[src/rtl/hazard_ctrl_if.sv]
// Signal bundle between the D-stage decode/pipeline registers and hazard_ctrl.
// The master side drives operand/destination info; the slave (controller) drives enables and MDU status.
interface hazard_ctrl_if #(
  parameter int CNT_W = 4
);
  logic [4:0]       rs_D;
  logic [4:0]       rt_D;
  logic [1:0]       tuse_rs_D;
  logic [1:0]       tuse_rt_D;
  logic             md_D;
  logic [4:0]       dst_E;
  logic [1:0]       tnew_E;
  logic [4:0]       dst_M;
  logic [1:0]       tnew_M;
  logic             start_E;
  logic             div_E;
  logic             pc_en;
  logic             fd_en;
  logic             de_clr;
  logic             md_busy;
  logic [CNT_W-1:0] busy_cnt;
  logic [31:0]      stall_cnt;

  modport master (
    output rs_D, rt_D, tuse_rs_D, tuse_rt_D, md_D,
    output dst_E, tnew_E, dst_M, tnew_M, start_E, div_E,
    input  pc_en, fd_en, de_clr, md_busy, busy_cnt, stall_cnt
  );

  modport slave (
    input  rs_D, rt_D, tuse_rs_D, tuse_rt_D, md_D,
    input  dst_E, tnew_E, dst_M, tnew_M, start_E, div_E,
    output pc_en, fd_en, de_clr, md_busy, busy_cnt, stall_cnt
  );
endinterface

[src/rtl/hazard_ctrl.sv]
// Stall/flush controller for the 5-stage pipeline: Tuse/Tnew data hazards plus
// an MDU occupancy countdown decide PC/F2D enables and the D2E bubble.
module hazard_ctrl #(
  parameter int MULT_CYC = 5,
  parameter int DIV_CYC  = 10,
  parameter int CNT_W    = 4
) (
  input  logic         clk,
  input  logic         reset,
  hazard_ctrl_if.slave hz
);

  localparam logic [CNT_W-1:0] MULT_LOAD = CNT_W'(MULT_CYC);
  localparam logic [CNT_W-1:0] DIV_LOAD  = CNT_W'(DIV_CYC);

  logic [CNT_W-1:0] busy_cnt_q, busy_cnt_d;
  logic [31:0]      stall_cnt_q, stall_cnt_d;
  logic             stall_rs, stall_rt, stall_md;
  logic             md_busy_raw;
  logic             stall;

  // Tuse of 3 can never be below a Tnew (max 2), so unread operands drop out naturally.
  always_comb begin
    stall_rs = (hz.rs_D != 5'd0) &&
               (((hz.rs_D == hz.dst_E) && (hz.tuse_rs_D < hz.tnew_E)) ||
                ((hz.rs_D == hz.dst_M) && (hz.tuse_rs_D < hz.tnew_M)));
    stall_rt = (hz.rt_D != 5'd0) &&
               (((hz.rt_D == hz.dst_E) && (hz.tuse_rt_D < hz.tnew_E)) ||
                ((hz.rt_D == hz.dst_M) && (hz.tuse_rt_D < hz.tnew_M)));
  end

  always_comb begin
    md_busy_raw = hz.start_E || (busy_cnt_q != '0);
    stall_md    = hz.md_D && md_busy_raw;
    stall       = !reset && (stall_rs || stall_rt || stall_md);
  end

  always_comb begin
    hz.pc_en     = !stall;
    hz.fd_en     = !stall;
    hz.de_clr    = stall;
    hz.md_busy   = !reset && md_busy_raw;
    hz.busy_cnt  = busy_cnt_q;
    hz.stall_cnt = stall_cnt_q;
  end

  // A new start reloads even mid-countdown: the E instruction always advances.
  always_comb begin
    busy_cnt_d = busy_cnt_q;
    if (hz.start_E) begin
      busy_cnt_d = hz.div_E ? DIV_LOAD : MULT_LOAD;
    end else if (busy_cnt_q != '0) begin
      busy_cnt_d = busy_cnt_q - 1'b1;
    end
  end

  always_comb begin
    stall_cnt_d = stall_cnt_q;
    if (stall && (stall_cnt_q != 32'hFFFF_FFFF)) begin
      stall_cnt_d = stall_cnt_q + 32'd1;
    end
  end

  always_ff @(posedge clk) begin
    if (reset) begin
      busy_cnt_q  <= '0;
      stall_cnt_q <= '0;
    end else begin
      busy_cnt_q  <= busy_cnt_d;
      stall_cnt_q <= stall_cnt_d;
    end
  end

endmodule

[src/flat_wrapper.sv]
// flat-port wrapper written by rule: the top's interface ports become plain ports
module hazard_ctrl_flat 
#(
  parameter int MULT_CYC = 5,
  parameter int DIV_CYC  = 10,
  parameter int CNT_W    = 4
)
  (clk, reset, hz_rs_D, hz_rt_D, hz_tuse_rs_D, hz_tuse_rt_D, hz_md_D, hz_dst_E, hz_tnew_E, hz_dst_M, hz_tnew_M, hz_start_E, hz_div_E, hz_pc_en, hz_fd_en, hz_de_clr, hz_md_busy, hz_busy_cnt, hz_stall_cnt);
  hazard_ctrl_if #(.CNT_W(CNT_W)) hz_i ();
  input  logic clk;
  input  logic reset;
  input wire logic [$bits(hz_i.rs_D)-1:0] hz_rs_D;
  input wire logic [$bits(hz_i.rt_D)-1:0] hz_rt_D;
  input wire logic [$bits(hz_i.tuse_rs_D)-1:0] hz_tuse_rs_D;
  input wire logic [$bits(hz_i.tuse_rt_D)-1:0] hz_tuse_rt_D;
  input wire logic [$bits(hz_i.md_D)-1:0] hz_md_D;
  input wire logic [$bits(hz_i.dst_E)-1:0] hz_dst_E;
  input wire logic [$bits(hz_i.tnew_E)-1:0] hz_tnew_E;
  input wire logic [$bits(hz_i.dst_M)-1:0] hz_dst_M;
  input wire logic [$bits(hz_i.tnew_M)-1:0] hz_tnew_M;
  input wire logic [$bits(hz_i.start_E)-1:0] hz_start_E;
  input wire logic [$bits(hz_i.div_E)-1:0] hz_div_E;
  output wire logic [$bits(hz_i.pc_en)-1:0] hz_pc_en;
  output wire logic [$bits(hz_i.fd_en)-1:0] hz_fd_en;
  output wire logic [$bits(hz_i.de_clr)-1:0] hz_de_clr;
  output wire logic [$bits(hz_i.md_busy)-1:0] hz_md_busy;
  output wire logic [$bits(hz_i.busy_cnt)-1:0] hz_busy_cnt;
  output wire logic [$bits(hz_i.stall_cnt)-1:0] hz_stall_cnt;
  assign hz_i.rs_D = hz_rs_D;
  assign hz_i.rt_D = hz_rt_D;
  assign hz_i.tuse_rs_D = hz_tuse_rs_D;
  assign hz_i.tuse_rt_D = hz_tuse_rt_D;
  assign hz_i.md_D = hz_md_D;
  assign hz_i.dst_E = hz_dst_E;
  assign hz_i.tnew_E = hz_tnew_E;
  assign hz_i.dst_M = hz_dst_M;
  assign hz_i.tnew_M = hz_tnew_M;
  assign hz_i.start_E = hz_start_E;
  assign hz_i.div_E = hz_div_E;
  assign hz_pc_en = hz_i.pc_en;
  assign hz_fd_en = hz_i.fd_en;
  assign hz_de_clr = hz_i.de_clr;
  assign hz_md_busy = hz_i.md_busy;
  assign hz_busy_cnt = hz_i.busy_cnt;
  assign hz_stall_cnt = hz_i.stall_cnt;
  hazard_ctrl #(.MULT_CYC(MULT_CYC), .DIV_CYC(DIV_CYC), .CNT_W(CNT_W)) u_core (.clk(clk), .reset(reset), .hz(hz_i));
endmodule
[config.mk]
export PLATFORM = sky130hd
export DESIGN_NAME = hazard_ctrl_flat
export DESIGN_NICKNAME = d
export VERILOG_FILES = /design/src/rtl/hazard_ctrl_if.sv /design/src/rtl/hazard_ctrl.sv /design/src/flat_wrapper.sv
export SDC_FILE = /design/constraint.sdc
export NUM_CORES = 1
export LEC_CHECK = 0
export ABC_AREA = 1
export CORE_ASPECT_RATIO = 1.4
export CORE_MARGIN = 4
export CORE_UTILIZATION = 50
export CTS_CLUSTER_SIZE = 16
export DETAILED_ROUTE_END_ITERATION = 8
export DONT_BUFFER_PORTS = 1
export PLACE_DENSITY_LB_ADDON = 0.05
export SYNTH_ARGS = -nofsm -noshare
export SYNTH_HDL_FRONTEND = slang
export SYNTH_SLANG_ARGS = --single-unit
[constraint.sdc]
create_clock -name clk -period 3.6 [get_ports clk]
set_input_delay 0.9 -clock clk [delete_from_list [all_inputs] [get_ports clk]]
set_output_delay 0.9 -clock clk [all_outputs]
set_load 0.1 [all_outputs]
==> impl_results.md <==
* Cts hold-fix bufs at 0
* Hold Slack at 0.6651 ns
* Diodes inserted at 0
* Yosys cell types at 30
* Commonest non-fill, non-tap cell in the layout: nand2_1
* WL final at 7098 um
* TNS Setup at 0 ns
* Share of cells above drive strength 1 at 17.18%
* Fmax at 328.4 MHz
* Total track usage at 20.99%
* Skew-Pair Late Insertion Delay at 0.29 ns
* Commonest non-fill, non-tap cells in the layout: 134 x nand2_1, 92 x inv_1, 51 x nor2_1, 40 x buf_4
* RSZ-0062 raised after global routing: false
* WP data required at 2.70 ns
* Cells after Synth at 491
* First-pass GRT wire length at 12430 um
* Slew Viols, Final at 0
* Final Skew at 0.01143 ns
* Final Hold Fails at 0
* Max IR drop VDD at 0.2684 mV
* Routed vias/inst at 4.971
* Worst-path cell chain: inv_1 > ha_1 > a21boi_0 > nor2_1 > nand2_1 > nand2_1 > nand2_1 > nand3_2 > nand2_4 > clkinvlp_4 > buf_4
* Post-synthesis register bit count at 36
* # IOs at 73
* Design Power at 1093 uW
* Crit path largest cell delay at 0.26 ns
* Syn nets at 531
* Critical path capture point type: output pin
* Hold crit path type: in2reg
* Wire length per cell at 11.99 um
* Initial Util at 52.19%
* Antenna-violating nets left at 0
* Gpl congestion at 0.8611
* Worst Path Class, Setup: in2out
* Syn. warnings at 0
* Via count at 2943
* Worst Tran Pin Value at 0.4741 ns
* Row count at 32
* CTS tree: yes
* Grt ovf at 0
* Initial antenna violation count at 0
* Power Density at 329.6 nW/um2
* Lkg Pwr at 0.001713 uW
* Final period util at 84.58%
* Pre-Repair DR Iteration Count at 4
* Crit-path most repeated cell: nand2_1
* P&R area growth vs syn at 13.39%
* DIE WIDTH at 72.65 um
* Synthesized cell area at 2925 um2
* CTS sink count at 36
* Worst-case clock buffer depth at 2
* CP startpoint kind: input pin
* Vias in the first global route at 2862
* Max-Cap Viols at 0
* Cell with the largest stage delay on the worst path: ha_1
* Final setup vio count at 0
* Final nets at 564
* DIE HEIGHT at 98.51 um
* Sequential area share after synthesis at 24.64%
* # resized after CTS at 0
* Number of H-tree levels at 2
* Arr. time, crit path at 2.14 ns
* Root buf cell: clkbuf_8
* Iter 0 DRT Violations at 129
* Dpl hpwl at 5520 um
* Max-slew headroom at 68.39%
* Largest net degree at the start of global routing at 50
* Drt drc at 0
* TritonCTS Buffers at 5
* Fillers at 588
* Post-Syn Area per Cell at 5.958 um2
* Core Area at 5605 um2
* Status: finished clean
* Clk slew on worst S/H paths at 0.08 ns
* Minimum clock period at 3.045 ns
* Port-buffer cells at 0
* DIE AREA at 7156 um2
* Post-CTS setup buffers at 0
* CP Max Fanout at 2
critical path: cells and delay by family:
family | cells | cell delay (ns)
AO/OA/AOI/OAI | 1 | 0.18
AND/OR/NAND/NOR | 6 | 0.45
buffers and inverters | 3 | 0.33
adder cells (fa/ha/maj) | 1 | 0.26
final timing paths:
| path | startpoint | to | slack (ns) | cells past startpoint |
|---|---|---|---|---|
| worst min register to register | u_core.hz.busy_cnt[3] | u_core.hz.busy_cnt[0] | 0.68 | 3 |
| worst max register to register | u_core.hz.busy_cnt[0] | u_core.hz.stall_cnt[1] | 1.06 | 10 |
| worst max-delay path | hz_tnew_E[1] | hz_de_clr | 0.56 | 11 |
| worst min-delay path | reset | u_core.hz.stall_cnt[22] | 0.67 | 1 |
flip-flops by register name (all words and copies together) (netlist names):
signal	cells
u_core.hz.busy_cnt	4
u_core.hz.stall_cnt	32
where the power goes:
part	leakage (uW)	internal (uW)	switching, uW
Combinational	0.00138	89.3	300
Sequential	0.000293	416	5.71
Clock	0.0000410	132	150
synthesized netlist by cell type, drive strengths merged:
library cell    n  share of area (%)
nand2         138                 18
inv            97                 12
nor2           72                 11
nand3          43                8.6
dfxtp          36                 25
nand4          28                6.5
buf            15                3.6
o21ai          11                1.9
a21oi          10                2.1
nor3            9                1.7
xor2            9                2.7
clkinv          7               0.90
ha              7                3.0
xnor2           4                1.2
a21boi          3               0.90
nor4            1               0.21
o21bai          1               0.26
metal layers:
layer | global-route usage (%) | wire length [um] | vias to the layer above
met5 | 0 | 0 | -
met4 | 8.381 | 179 | 0
met3 | 6.633 | 542 | 15
met2 | 36.51 | 3606 | 82
met1 | 23.14 | 2770 | 1276
li1 | - | - | 1570
metrics by stage:
stage	utilization, %	setup slack (ns)	cells	cell area [um2]
6_report	59.17	0.5552	592	3317
4_1_cts	59.17	0.5517	592	3317
2_1_floorplan	-	0.06226	491	2939
3_5_place_dp	57.79	0.5568	585	3239
5_1_grt	59.17	0.4089	592	3317
3_3_place_gp	57.79	0.5738	585	3239
cells by family after synthesis:
kind of cell / after synthesis / share of synthesized area [%]
simple gates: 291 / 46.41
buf+inv: 119 / 16.94
flops: 36 / 24.64
compound gates: 25 / 5.132
xor+xnor: 13 / 3.892
fa+ha+maj: 7 / 2.994
layout make-up:
class	instances	area, um2	area share [%]
Clock buffer	6	72.57	2.188
Inverter	104	394.1	11.88
Clock inverter	1	5.005	0.1509
Timing Repair Buffer	41	320.3	9.657
Sequential cell	36	720.7	21.73
Tap cell	68	85.08	2.565
Multi-Input combinational cell	336	1719	51.83
Power figures use the tool's default switching activity.
